[src/rtl/bakery_ticket_arbiter_if.sv]
// Request/grant bundle for bakery_ticket_arbiter.
// The requester side (master) drives req and observes the arbitration state.
// The arbiter (slave) samples req and publishes grant, ticket and queue state.
interface bakery_ticket_arbiter_if #(
   parameter int NPROC  = 4,
   parameter int TKMSB  = 3,
   parameter int SELMSB = 2
);
   logic [NPROC-1:0] req;
   logic [NPROC-1:0] grant;
   logic [SELMSB:0]  grant_idx;
   logic             busy;
   logic [TKMSB:0]   serving;
   logic [TKMSB:0]   next_ticket;
   logic [SELMSB:0]  queue_len;
   logic             revoke;

   modport master (
      output req,
      input  grant, grant_idx, busy, serving, next_ticket, queue_len, revoke
   );

   modport slave (
      input  req,
      output grant, grant_idx, busy, serving, next_ticket, queue_len, revoke
   );
endinterface

[src/rtl/bakery_ticket_arbiter.sv]
// Bakery-style ticket arbiter: first-come, first-served mutual exclusion
// among NPROC requesters. Each requester takes a ticket from a wrapping
// counter on its rising request; only the holder of the now-serving ticket
// is granted. Same-edge takers get consecutive tickets ordered by index.
// A requester that drops its request before being granted keeps its ticket
// (ABANDON) so that serving can step over it in order.
// Optional feature macro BAKERY_HOLD_LIMIT_EN: limits a grant to MAXHOLD
// cycles, then revokes it and locks the requester out until req falls.
module bakery_ticket_arbiter #(
   parameter int NPROC   = 4,
   parameter int TKMSB   = 3,
   parameter int SELMSB  = 2,
   parameter int MAXHOLD = 200,
   parameter int HOLDMSB = 7
) (
   input  logic                  clock,
   input  logic                  reset_n,
   bakery_ticket_arbiter_if.slave bus
);

   typedef enum logic [2:0] {
      ST_IDLE,
      ST_WAIT,
      ST_CS,
      ST_ABANDON,
      ST_LOCKOUT
   } state_t;

   localparam logic [TKMSB:0]  TK_ONE  = (TKMSB+1)'(1);
   localparam logic [SELMSB:0] SEL_ONE = (SELMSB+1)'(1);

   state_t           state_q [NPROC];
   state_t           state_d [NPROC];
   logic [TKMSB:0]   tk_q    [NPROC];
   logic [TKMSB:0]   tk_d    [NPROC];
   logic [TKMSB:0]   serving_q, serving_d;
   logic [TKMSB:0]   next_q, next_d;
   logic [NPROC-1:0] grant_q, grant_d;
   logic [SELMSB:0]  idx_q, idx_d;
   logic [SELMSB:0]  qlen_q, qlen_d;
   logic [TKMSB:0]   takers;
   logic             cs_any;

`ifdef BAKERY_HOLD_LIMIT_EN
   localparam logic [HOLDMSB:0] HOLD_ONE  = (HOLDMSB+1)'(1);
   localparam logic [HOLDMSB:0] HOLD_LAST = (HOLDMSB+1)'(MAXHOLD - 1);
   logic [HOLDMSB:0] hold_q, hold_d;
   logic             revoke_q, revoke_d;
`else
   // Hold-limit configuration has no effect in this build.
   logic [HOLDMSB:0] unused_hold_cfg;
   assign unused_hold_cfg = (HOLDMSB+1)'(MAXHOLD);
`endif

   // Per-requester transitions, ticket dispensing and next registered outputs
   always_comb begin
      state_d   = state_q;
      tk_d      = tk_q;
      serving_d = serving_q;
      next_d    = next_q;
      takers    = '0;
      cs_any    = 1'b0;
      grant_d   = '0;
      idx_d     = '0;
      qlen_d    = '0;
`ifdef BAKERY_HOLD_LIMIT_EN
      revoke_d  = 1'b0;
      hold_d    = hold_q;
`endif

      for (int i = 0; i < NPROC; i++) begin
         if (state_q[i] == ST_CS) cs_any = 1'b1;
      end

`ifdef BAKERY_HOLD_LIMIT_EN
      if (cs_any) hold_d = hold_q + HOLD_ONE;
`endif

      // Only one WAIT/ABANDON entry can hold the serving ticket, and a new
      // grant or an abandon skip needs an empty CS, so serving moves by at
      // most one per edge.
      for (int i = 0; i < NPROC; i++) begin
         case (state_q[i])
            ST_IDLE: begin
               if (bus.req[i]) begin
                  state_d[i] = ST_WAIT;
                  tk_d[i]    = next_q + takers;
                  takers     = takers + TK_ONE;
               end
            end
            ST_WAIT: begin
               if (!bus.req[i]) begin
                  state_d[i] = ST_ABANDON;
               end else if (!cs_any && (tk_q[i] == serving_q)) begin
                  state_d[i] = ST_CS;
`ifdef BAKERY_HOLD_LIMIT_EN
                  hold_d     = '0;
`endif
               end
            end
            ST_CS: begin
               if (!bus.req[i]) begin
                  state_d[i] = ST_IDLE;
                  serving_d  = serving_q + TK_ONE;
               end
`ifdef BAKERY_HOLD_LIMIT_EN
               else if (hold_q == HOLD_LAST) begin
                  state_d[i] = ST_LOCKOUT;
                  serving_d  = serving_q + TK_ONE;
                  revoke_d   = 1'b1;
               end
`endif
            end
            ST_ABANDON: begin
               if (!cs_any && (tk_q[i] == serving_q)) begin
                  state_d[i] = ST_IDLE;
                  serving_d  = serving_q + TK_ONE;
               end
            end
            ST_LOCKOUT: begin
               if (!bus.req[i]) state_d[i] = ST_IDLE;
            end
            default: state_d[i] = ST_IDLE;
         endcase
      end

      next_d = next_q + takers;

      for (int i = 0; i < NPROC; i++) begin
         if (state_d[i] == ST_CS) begin
            grant_d[i] = 1'b1;
            idx_d      = (SELMSB+1)'(i);
         end
         if ((state_d[i] == ST_WAIT) || (state_d[i] == ST_ABANDON)) begin
            qlen_d = qlen_d + SEL_ONE;
         end
      end
   end

   // Arbitration state and registered outputs; reset may land mid-grant
   always_ff @(posedge clock or negedge reset_n) begin
      if (!reset_n) begin
         for (int i = 0; i < NPROC; i++) begin
            state_q[i] <= ST_IDLE;
            tk_q[i]    <= '0;
         end
         serving_q <= '0;
         next_q    <= '0;
         grant_q   <= '0;
         idx_q     <= '0;
         qlen_q    <= '0;
      end else begin
         state_q   <= state_d;
         tk_q      <= tk_d;
         serving_q <= serving_d;
         next_q    <= next_d;
         grant_q   <= grant_d;
         idx_q     <= idx_d;
         qlen_q    <= qlen_d;
      end
   end

`ifdef BAKERY_HOLD_LIMIT_EN
   // Hold counter for the current owner and the one-cycle revoke pulse
   always_ff @(posedge clock or negedge reset_n) begin
      if (!reset_n) begin
         hold_q   <= '0;
         revoke_q <= 1'b0;
      end else begin
         hold_q   <= hold_d;
         revoke_q <= revoke_d;
      end
   end

   assign bus.revoke = revoke_q;
`else
   assign bus.revoke = 1'b0;
`endif

   assign bus.grant       = grant_q;
   assign bus.grant_idx   = idx_q;
   assign bus.busy        = |grant_q;
   assign bus.serving     = serving_q;
   assign bus.next_ticket = next_q;
   assign bus.queue_len   = qlen_q;

endmodule

[src/flat_wrapper.sv]
// flat-port wrapper written by rule: the top's interface ports become plain ports
module bakery_ticket_arbiter_flat 
#(
   parameter int NPROC   = 4,
   parameter int TKMSB   = 3,
   parameter int SELMSB  = 2,
   parameter int MAXHOLD = 200,
   parameter int HOLDMSB = 7
)
  (clock, reset_n, bus_req, bus_grant, bus_grant_idx, bus_busy, bus_serving, bus_next_ticket, bus_queue_len, bus_revoke);
  bakery_ticket_arbiter_if #(.NPROC(NPROC), .TKMSB(TKMSB), .SELMSB(SELMSB)) bus_i ();
  input  logic clock;
  input  logic reset_n;
  input wire logic [$bits(bus_i.req)-1:0] bus_req;
  output wire logic [$bits(bus_i.grant)-1:0] bus_grant;
  output wire logic [$bits(bus_i.grant_idx)-1:0] bus_grant_idx;
  output wire logic [$bits(bus_i.busy)-1:0] bus_busy;
  output wire logic [$bits(bus_i.serving)-1:0] bus_serving;
  output wire logic [$bits(bus_i.next_ticket)-1:0] bus_next_ticket;
  output wire logic [$bits(bus_i.queue_len)-1:0] bus_queue_len;
  output wire logic [$bits(bus_i.revoke)-1:0] bus_revoke;
  assign bus_i.req = bus_req;
  assign bus_grant = bus_i.grant;
  assign bus_grant_idx = bus_i.grant_idx;
  assign bus_busy = bus_i.busy;
  assign bus_serving = bus_i.serving;
  assign bus_next_ticket = bus_i.next_ticket;
  assign bus_queue_len = bus_i.queue_len;
  assign bus_revoke = bus_i.revoke;
  bakery_ticket_arbiter #(.NPROC(NPROC), .TKMSB(TKMSB), .SELMSB(SELMSB), .MAXHOLD(MAXHOLD), .HOLDMSB(HOLDMSB)) u_core (.clock(clock), .reset_n(reset_n), .bus(bus_i));
endmodule
[config.mk]
export PLATFORM = sky130hd
export DESIGN_NAME = bakery_ticket_arbiter_flat
export DESIGN_NICKNAME = d
export VERILOG_FILES = /design/src/rtl/bakery_ticket_arbiter_if.sv /design/src/rtl/bakery_ticket_arbiter.sv /design/src/flat_wrapper.sv
export SDC_FILE = /design/constraint.sdc
export NUM_CORES = 1
export LEC_CHECK = 0
export CAP_MARGIN = 40
export CORE_UTILIZATION = 62
export DETAILED_ROUTE_END_ITERATION = 8
export PLACE_DENSITY = 0.85
export REMOVE_ABC_BUFFERS = 1
export SYNTH_ARGS = -nofsm -noshare
export SYNTH_HDL_FRONTEND = slang
export SYNTH_SLANG_ARGS = --single-unit
[constraint.sdc]
create_clock -name clock -period 6.95 [get_ports clock]
set_clock_uncertainty 0.1 [all_clocks]
set_input_delay 2.085 -clock clock [delete_from_list [all_inputs] [get_ports clock]]
set_output_delay 2.085 -clock clock [all_outputs]
set_load 0.05 [all_outputs]
==> results.py, run 1 <==
metrics = {
    "pwr": {
        "pwr_density_cell_nw_per_um2": 441.3,
        "ir_drop_v": 0.0002618,
        "p_leak_nw": 1.476,
    },
    "cells_and_area": {
        "antennaDiodeCount": 0,
        "area_growth_pct": 12.10,
        "finish.utilization": 0.7354,
        "multi_input_comb_area_um2": 1659,
        "layout.nets": 318,
        "fillCellCount": 359,
        "regArea_um2": 1126,
        "drive_gt1_frac": 0.1433,
    },
    "grt": {
        "overflow": 0,
        "grt_pass1_vias": 2146,
        "grt_use_total": 0.2583,
        "grt_max_degree": 26,
        "grt_pass1_wl_um": 9929,
        "antenna_found_initial": 0,
    },
    "route": {
        "first_iter_violations": 104,
        "dr.pass1.iters": 6,
        "routedWlPerCell_um": 16.34,
        "vias": 2097,
        "drtAntennaViolNets": 0,
        "wl_um": 5639,
        "drc": 8,
        "via_per_inst": 6.078,
    },
    "worst_hold_path": {
        "min_path_type": "register to register",
    },
    "floorplanning": {
        "core_um2": 4444,
        "start_util": 0.6560,
        "die-area_um2": 4980,
        "fp-row-count": 24,
        "die_w_um": 70.57,
        "ios": 26,
        "die-height_um": 70.57,
    },
    "setup_path": {
        "crit_top_cell": "ha_1",
        "cp_max_fo": 7,
        "cp.required_ns": 7.08,
        "cp_cell_sequence": "clkdlybuf4s50_1 > nand2b_1 > nor3_2 > ha_1 > mux2_2 > ha_1 > mux2i_1 > inv_1 > ha_1 > mux2_2 > ha_1 > a21o_1 > a21oi_1 > xor2_1 > xnor2_1",
        "cp.arrival_ns": 6.01,
        "cp-start-kind": "primary input",
        "critPathMaxStageDelay_ns": 0.55,
        "crit_type": "primary input to register",
        "end_kind": "register",
        "slowest_stage": "clkdlybuf4s50_1",
    },
    "sta": {
        "tns_ns": 0,
        "rsz0062_at_grt": "false",
        "hold_viol": 0,
        "min_period_over_period": 0.8466,
        "setup-violations-final": 0,
        "slew_violations": 0,
        "timing.slew.headroom": 0.5541,
        "worstMarginPinSlew_ns": 0.6652,
        "fmax_mhz": 170.0,
        "layout_min_cycle_time_ns": 5.884,
    },
    "yosys": {
        "yosysSeqAreaShare": 0.3863,
        "syn_area_um2": 2915,
        "yosys_warnings": 0,
        "synthArstFlopShare": 1.000,
        "synth.distinct_cells": 61,
        "synthFlopType": "dfrtp_1",
        "syn_inst": 274,
        "ys_ff_latch": 45,
        "synth_edf_count": 0,
        "avgSynthCellArea_um2": 10.64,
    },
    "place": {
        "dpl.hpwl_um": 4168,
        "finalWeightedCongestion": 0.8424,
        "io_buffers": 23,
    },
    "outcome": {
        "outcome": "finished with violations",
        "violations": "design-rule violations",
    },
    "clock_tree": {
        "post_cts_buffers": 0,
        "clock-sinks": 45,
        "ctsHoldBuffers": 0,
        "path_clk_slew_ns": 0.09,
        "cts_tree": "done",
        "cts-resized-gates": 0,
        "cts_buffer_depth": 2,
        "htree_levels": 2,
        "numCtsBuffers": 5,
        "clk_latency_ns": 0.30,
        "cts_root_buffer": "clkbuf_8",
    },
    "job": {
        "max_cap_viol_count": 0,
    },
}
layer usage:
metal  part of all wire  track usage
met3              0.033      0.04843
met4              0.024       0.1000
met2               0.50       0.4585
met5                  0            0
met1               0.44       0.3137
placed cells by master, fill, tap and decap left out, types with 3 or more instances in the layout:
master,n
mux2_2,13
nor3_1,7
nor2b_1,5
ha_1,17
dfrtp_1,45
o21a_1,5
nand2b_1,6
fa_1,3
xor2_1,10
nor2_1,13
nor3b_1,4
nand2_1,15
nand4_1,3
clkbuf_8,6
mux2i_1,4
or3b_1,4
xnor2_1,21
nor4_1,4
o211ai_1,3
inv_1,12
a21oi_1,16
clkdlybuf4s50_1,22
synthesized netlist by cell type (3+ instances only):
cell | number | area [um^2]
ha_1 | 17 | 212.7
fa_1 | 3 | 60.06
buf_4 | 3 | 22.52
mux2_2 | 13 | 146.4
nor2_1 | 13 | 48.80
o21a_1 | 5 | 37.54
nand2_1 | 15 | 56.30
nor3_1 | 7 | 35.03
or3b_1 | 4 | 35.03
nor3b_1 | 4 | 30.03
xnor2_1 | 21 | 183.9
xor2_1 | 10 | 87.58
nor4_1 | 4 | 25.02
dfrtp_1 | 45 | 1126
nand4_1 | 3 | 18.77
a21oi_1 | 16 | 80.08
nor2b_1 | 5 | 31.28
nand2b_1 | 6 | 37.54
inv_1 | 12 | 45.04
o211ai_1 | 3 | 22.52
buf_2 | 8 | 40.04
mux2i_1 | 4 | 40.04
kinds of logic after synthesis:
family | after synthesis | synth area share
buf+inv | 28 | 0.04592
fa+ha+maj | 20 | 0.09356
xor+xnor | 32 | 0.09871
other cells | 1 | 0.001286
flops | 45 | 0.3863
mux | 18 | 0.06910
simple gates | 80 | 0.1700
compound gates | 50 | 0.1352
final timing paths:
check / start / to / slack, ns / cells after the start
max: bus_req[0] / u_core.bus.next_ticket[3] / 1.07 / 15
min: u_core.tk_q[9] / u_core.tk_q[9] / 0.43 / 1
max reg2reg: u_core.state_q[10] / u_core.bus.next_ticket[3] / 2.87 / 14
min reg2reg: u_core.tk_q[9] / u_core.tk_q[9] / 0.43 / 1
max in group asynchronous: reset_n / u_core.state_q[6] / 4.60 / 2
min in group asynchronous: reset_n / u_core.state_q[0] / 1.65 / 1
metrics by stage:
stage / worst slack, ns / hold slack, ns / instances / area, um^2 / power (W)
final: 1.066 / 0.4348 / 345 / 3268 / 0.001442
after global routing: 0.8169 / 0.4476 / 345 / 3268 / 0.001544
after CTS: 1.063 / 0.4391 / 345 / 3268 / 0.001452
after detailed placement: 0.7460 / 0.4182 / 337 / 3148 / 0.001236
after global placement: 0.9092 / 0.4122 / 336 / 3128 / 0.001207
after floorplan: 1.694 / 0.4008 / 261 / 2838 / 0.001035
area by class of cell:
| cell class | instances | share of cell area |
|---|---|---|
| Tap cell | 52 | 0.01991 |
| Inverter | 14 | 0.01608 |
| Clock inverter | 2 | 0.01149 |
| Timing Repair Buffer | 24 | 0.07504 |
| Clock buffer | 6 | 0.02527 |
| Sequential cell | 45 | 0.3446 |
| Multi-Input combinational cell | 202 | 0.5077 |
worst max-delay path, delay by kind of cell:
kind | cells | cell delay, ns
compound gates | 2 | 0.31
xor+xnor | 2 | 0.33
fa+ha+maj | 4 | 1.20
buf+inv | 2 | 0.68
mux | 3 | 0.79
simple gates | 2 | 0.61
power by group:
part	switching [W]	internal, W	leakage, nW
registers	0.000129	0.000344	0.549
clock network	0.0000906	0.000117	0.0574
logic	0.000439	0.000323	0.869
total	0.000659	0.000783	1.48
sequential cells by signal (all words and copies together), names as in the netlist:
name and count:
u_core.bus.next_ticket 4, u_core.tk_q 16, u_core.bus.grant_idx 2, u_core.state_q 12
u_core.bus.queue_len 3, u_core.bus.grant 4, u_core.bus.serving 4
No activity file was read; power rests on OpenSTA's default activity.
==> run 2: changes to the inputs <==
CORE_UTILIZATION = 52   (was 62)
PLACE_DENSITY = 0.76   (was 0.85)
clock period = 5.14 ns   (was 6.95 ns; I/O delays follow)
==> run 2 against run 1 <==
The flow now finishes without violations. Final cell count is 6.7% higher. Register-to-register slack got worse by 1.3 ns. Non-clock buffer count grew 5. Critical endpoint unchanged. Total power grew 32%. Largest power group unchanged. Flip-flop and latch count is the same. First-iteration DRC count rose by 13%. Die area increased by 19%. Count of clock-buffer cells in the layout up 1. Cell area increased by 1.3%.
==> results.py, run 2 (synthesis results as in run 1) <==
metrics = {
    "outcome": {
        "outcome": "finished clean",
    },
    "job": {
        "max_cap_viol_count": 0,
    },
    "grt": {
        "grt_use_total": 0.2040,
        "grt_pass1_vias": 1978,
        "overflow": 0,
        "grt_max_degree": 31,
        "grt_pass1_wl_um": 9370,
        "antenna_found_initial": 0,
    },
    "sta": {
        "fmax_mhz": 210.0,
        "layout_min_cycle_time_ns": 4.762,
        "timing.slew.headroom": 0.5413,
        "worstMarginPinSlew_ns": 0.6829,
        "tns_ns": 0,
        "rsz0062_at_grt": "false",
        "finalWorstSetupSlack_ns": 0.3779,
        "min_period_over_period": 0.9265,
        "hold_viol": 0,
        "setup-violations-final": 0,
        "slew_violations": 0,
    },
    "cells_and_area": {
        "area_growth_pct": 13.52,
        "largest_reg_flops": 16,
        "fin_cells": 368,
        "regMostFlops": "u_core.tk_q",
        "reg_top3": "u_core.tk_q x16, u_core.state_q x12",
        "final_area_um2": 3309,
        "final_cell_mix": "dfrtp_1 (45), clkdlybuf4s50_1 (22), xnor2_1 (21), ha_1 (17), a21oi_1 (16)",
        "layout.nets": 323,
        "final_common_cell": "dfrtp_1",
        "drive_gt1_frac": 0.1577,
        "fillCellCount": 437,
        "antennaDiodeCount": 0,
    },
    "clock_tree": {
        "cts-resized-gates": 0,
        "post_cts_buffers": 0,
        "cts_buffer_depth": 2,
        "clk_latency_ns": 0.30,
        "clock-sinks": 45,
        "numCtsBuffers": 5,
        "ctsHoldBuffers": 0,
        "htree_levels": 2,
        "cts_root_buffer": "clkbuf_8",
        "path_clk_slew_ns": 0.08,
        "cts_tree": "done",
    },
    "floorplanning": {
        "die_w_um": 76.88,
        "core_um2": 5238,
        "fp-row-count": 26,
        "die-area_um2": 5910,
        "start_util": 0.5566,
        "ios": 26,
        "die-height_um": 76.88,
    },
    "worst_hold_path": {
        "min_path_type": "register to register",
    },
    "setup_path": {
        "end_kind": "register",
        "cp.arrival_ns": 4.90,
        "cp.required_ns": 5.27,
        "crit_type": "primary input to register",
        "cp_max_fo": 4,
        "cp-start-kind": "primary input",
    },
    "pwr": {
        "p_clk_frac": 0.128,
        "comb_power_share": 0.537,
        "pwr_density_cell_nw_per_um2": 574.5,
        "p_int_w": 0.001026,
        "ir_drop_v": 0.0003220,
        "seqPwrFrac": 0.335,
        "finalPower_w": 0.001901,
        "p_leak_nw": 1.498,
        "switching_share": 0.4605,
        "p_sw_w": 0.0008756,
    },
    "route": {
        "dr.pass1.iters": 4,
        "drtAntennaViolNets": 0,
        "vias": 2090,
        "via_per_inst": 5.679,
        "first_iter_violations": 118,
        "routedWlPerCell_um": 14.60,
        "wl_um": 5371,
        "drc": 0,
    },
    "place": {
        "place_area_um2": 3208,
        "pre_cts_ws_ns": 0.04029,
        "io_buffers": 23,
        "finalWeightedCongestion": 0.7839,
        "dp_cells": 360,
        "dpl.hpwl_um": 4030,
    },
}
run 2: cell types whose count changed in the layout (fill, tap and decap cells not counted), sizes merged:
cell      delta
bufinv       -1
clkinvlp     -1
buf          +5
clkbuf       +1
clkinv       +1
run 2: area by class of cell:
type | instances | area [um^2] | share of cell area
clock buffer | 7 | 96.34 | 0.02911
clock inverter | 1 | 5.005 | 0.001512
inverter | 14 | 52.55 | 0.01588
multi-input combinational | 202 | 1659 | 0.5013
sequential | 45 | 1126 | 0.3403
tap | 70 | 87.58 | 0.02647
timing repair buffer | 29 | 282.8 | 0.08544
run 2: path summary, 6_finish.rpt:
check                                         from  slack (ns)                         to  cells past startpoint
worst max-delay path                    bus_req[0]        0.38  u_core.bus.next_ticket[3]                     15
worst min-delay path                u_core.tk_q[1]        0.44             u_core.tk_q[1]                      1
worst max register to register  u_core.state_q[10]        1.54  u_core.bus.next_ticket[3]                     14
worst min register to register      u_core.tk_q[1]        0.44             u_core.tk_q[1]                      1
max in group asynchronous                  reset_n        3.40          u_core.state_q[4]                      2
min in group asynchronous                  reset_n        1.06  u_core.bus.next_ticket[0]                      1
run 2: stage by stage:
step | utilization | hold WS [ns]
floorplan | - | 0.4008
global placement | 0.6087 | 0.4112
detailed placement | 0.6125 | 0.4164
CTS | 0.6319 | 0.4358
global route | 0.6319 | 0.4488
finish | 0.6319 | 0.4355
run 2: critical path: stages:
cell and delay (ns):
clkdlybuf4s50_1 0.48, nand2b_1 0.09, nor3_2 0.19, ha_1 0.27
mux2_2 0.31, ha_1 0.29, mux2i_1 0.16, inv_1 0.08
ha_1 0.26, mux2_2 0.29, ha_1 0.28, a21o_1 0.16
a21oi_1 0.18, xor2_1 0.19, xnor2_1 0.13
run 2: per-layer routing:
metal  track usage  part of all wire  vias to the layer above
li1              -                 -                     1018
met1        0.2512              0.46                     1024
met2        0.3464              0.48                       38
met3       0.05000             0.041                       10
met4       0.07115             0.018                        0
met5             0                 0                        -
run 2: power groups by stage:
stage          Sequential, W  Clock (W)  Combinational, W
4_1_cts             0.000641   0.000248           0.00103
3_3_place_gp        0.000643          0           0.00100
5_1_grt             0.000663   0.000264           0.00112
3_5_place_dp        0.000647          0           0.00102
6_report            0.000637   0.000244           0.00102
2_1_floorplan       0.000772          0          0.000628
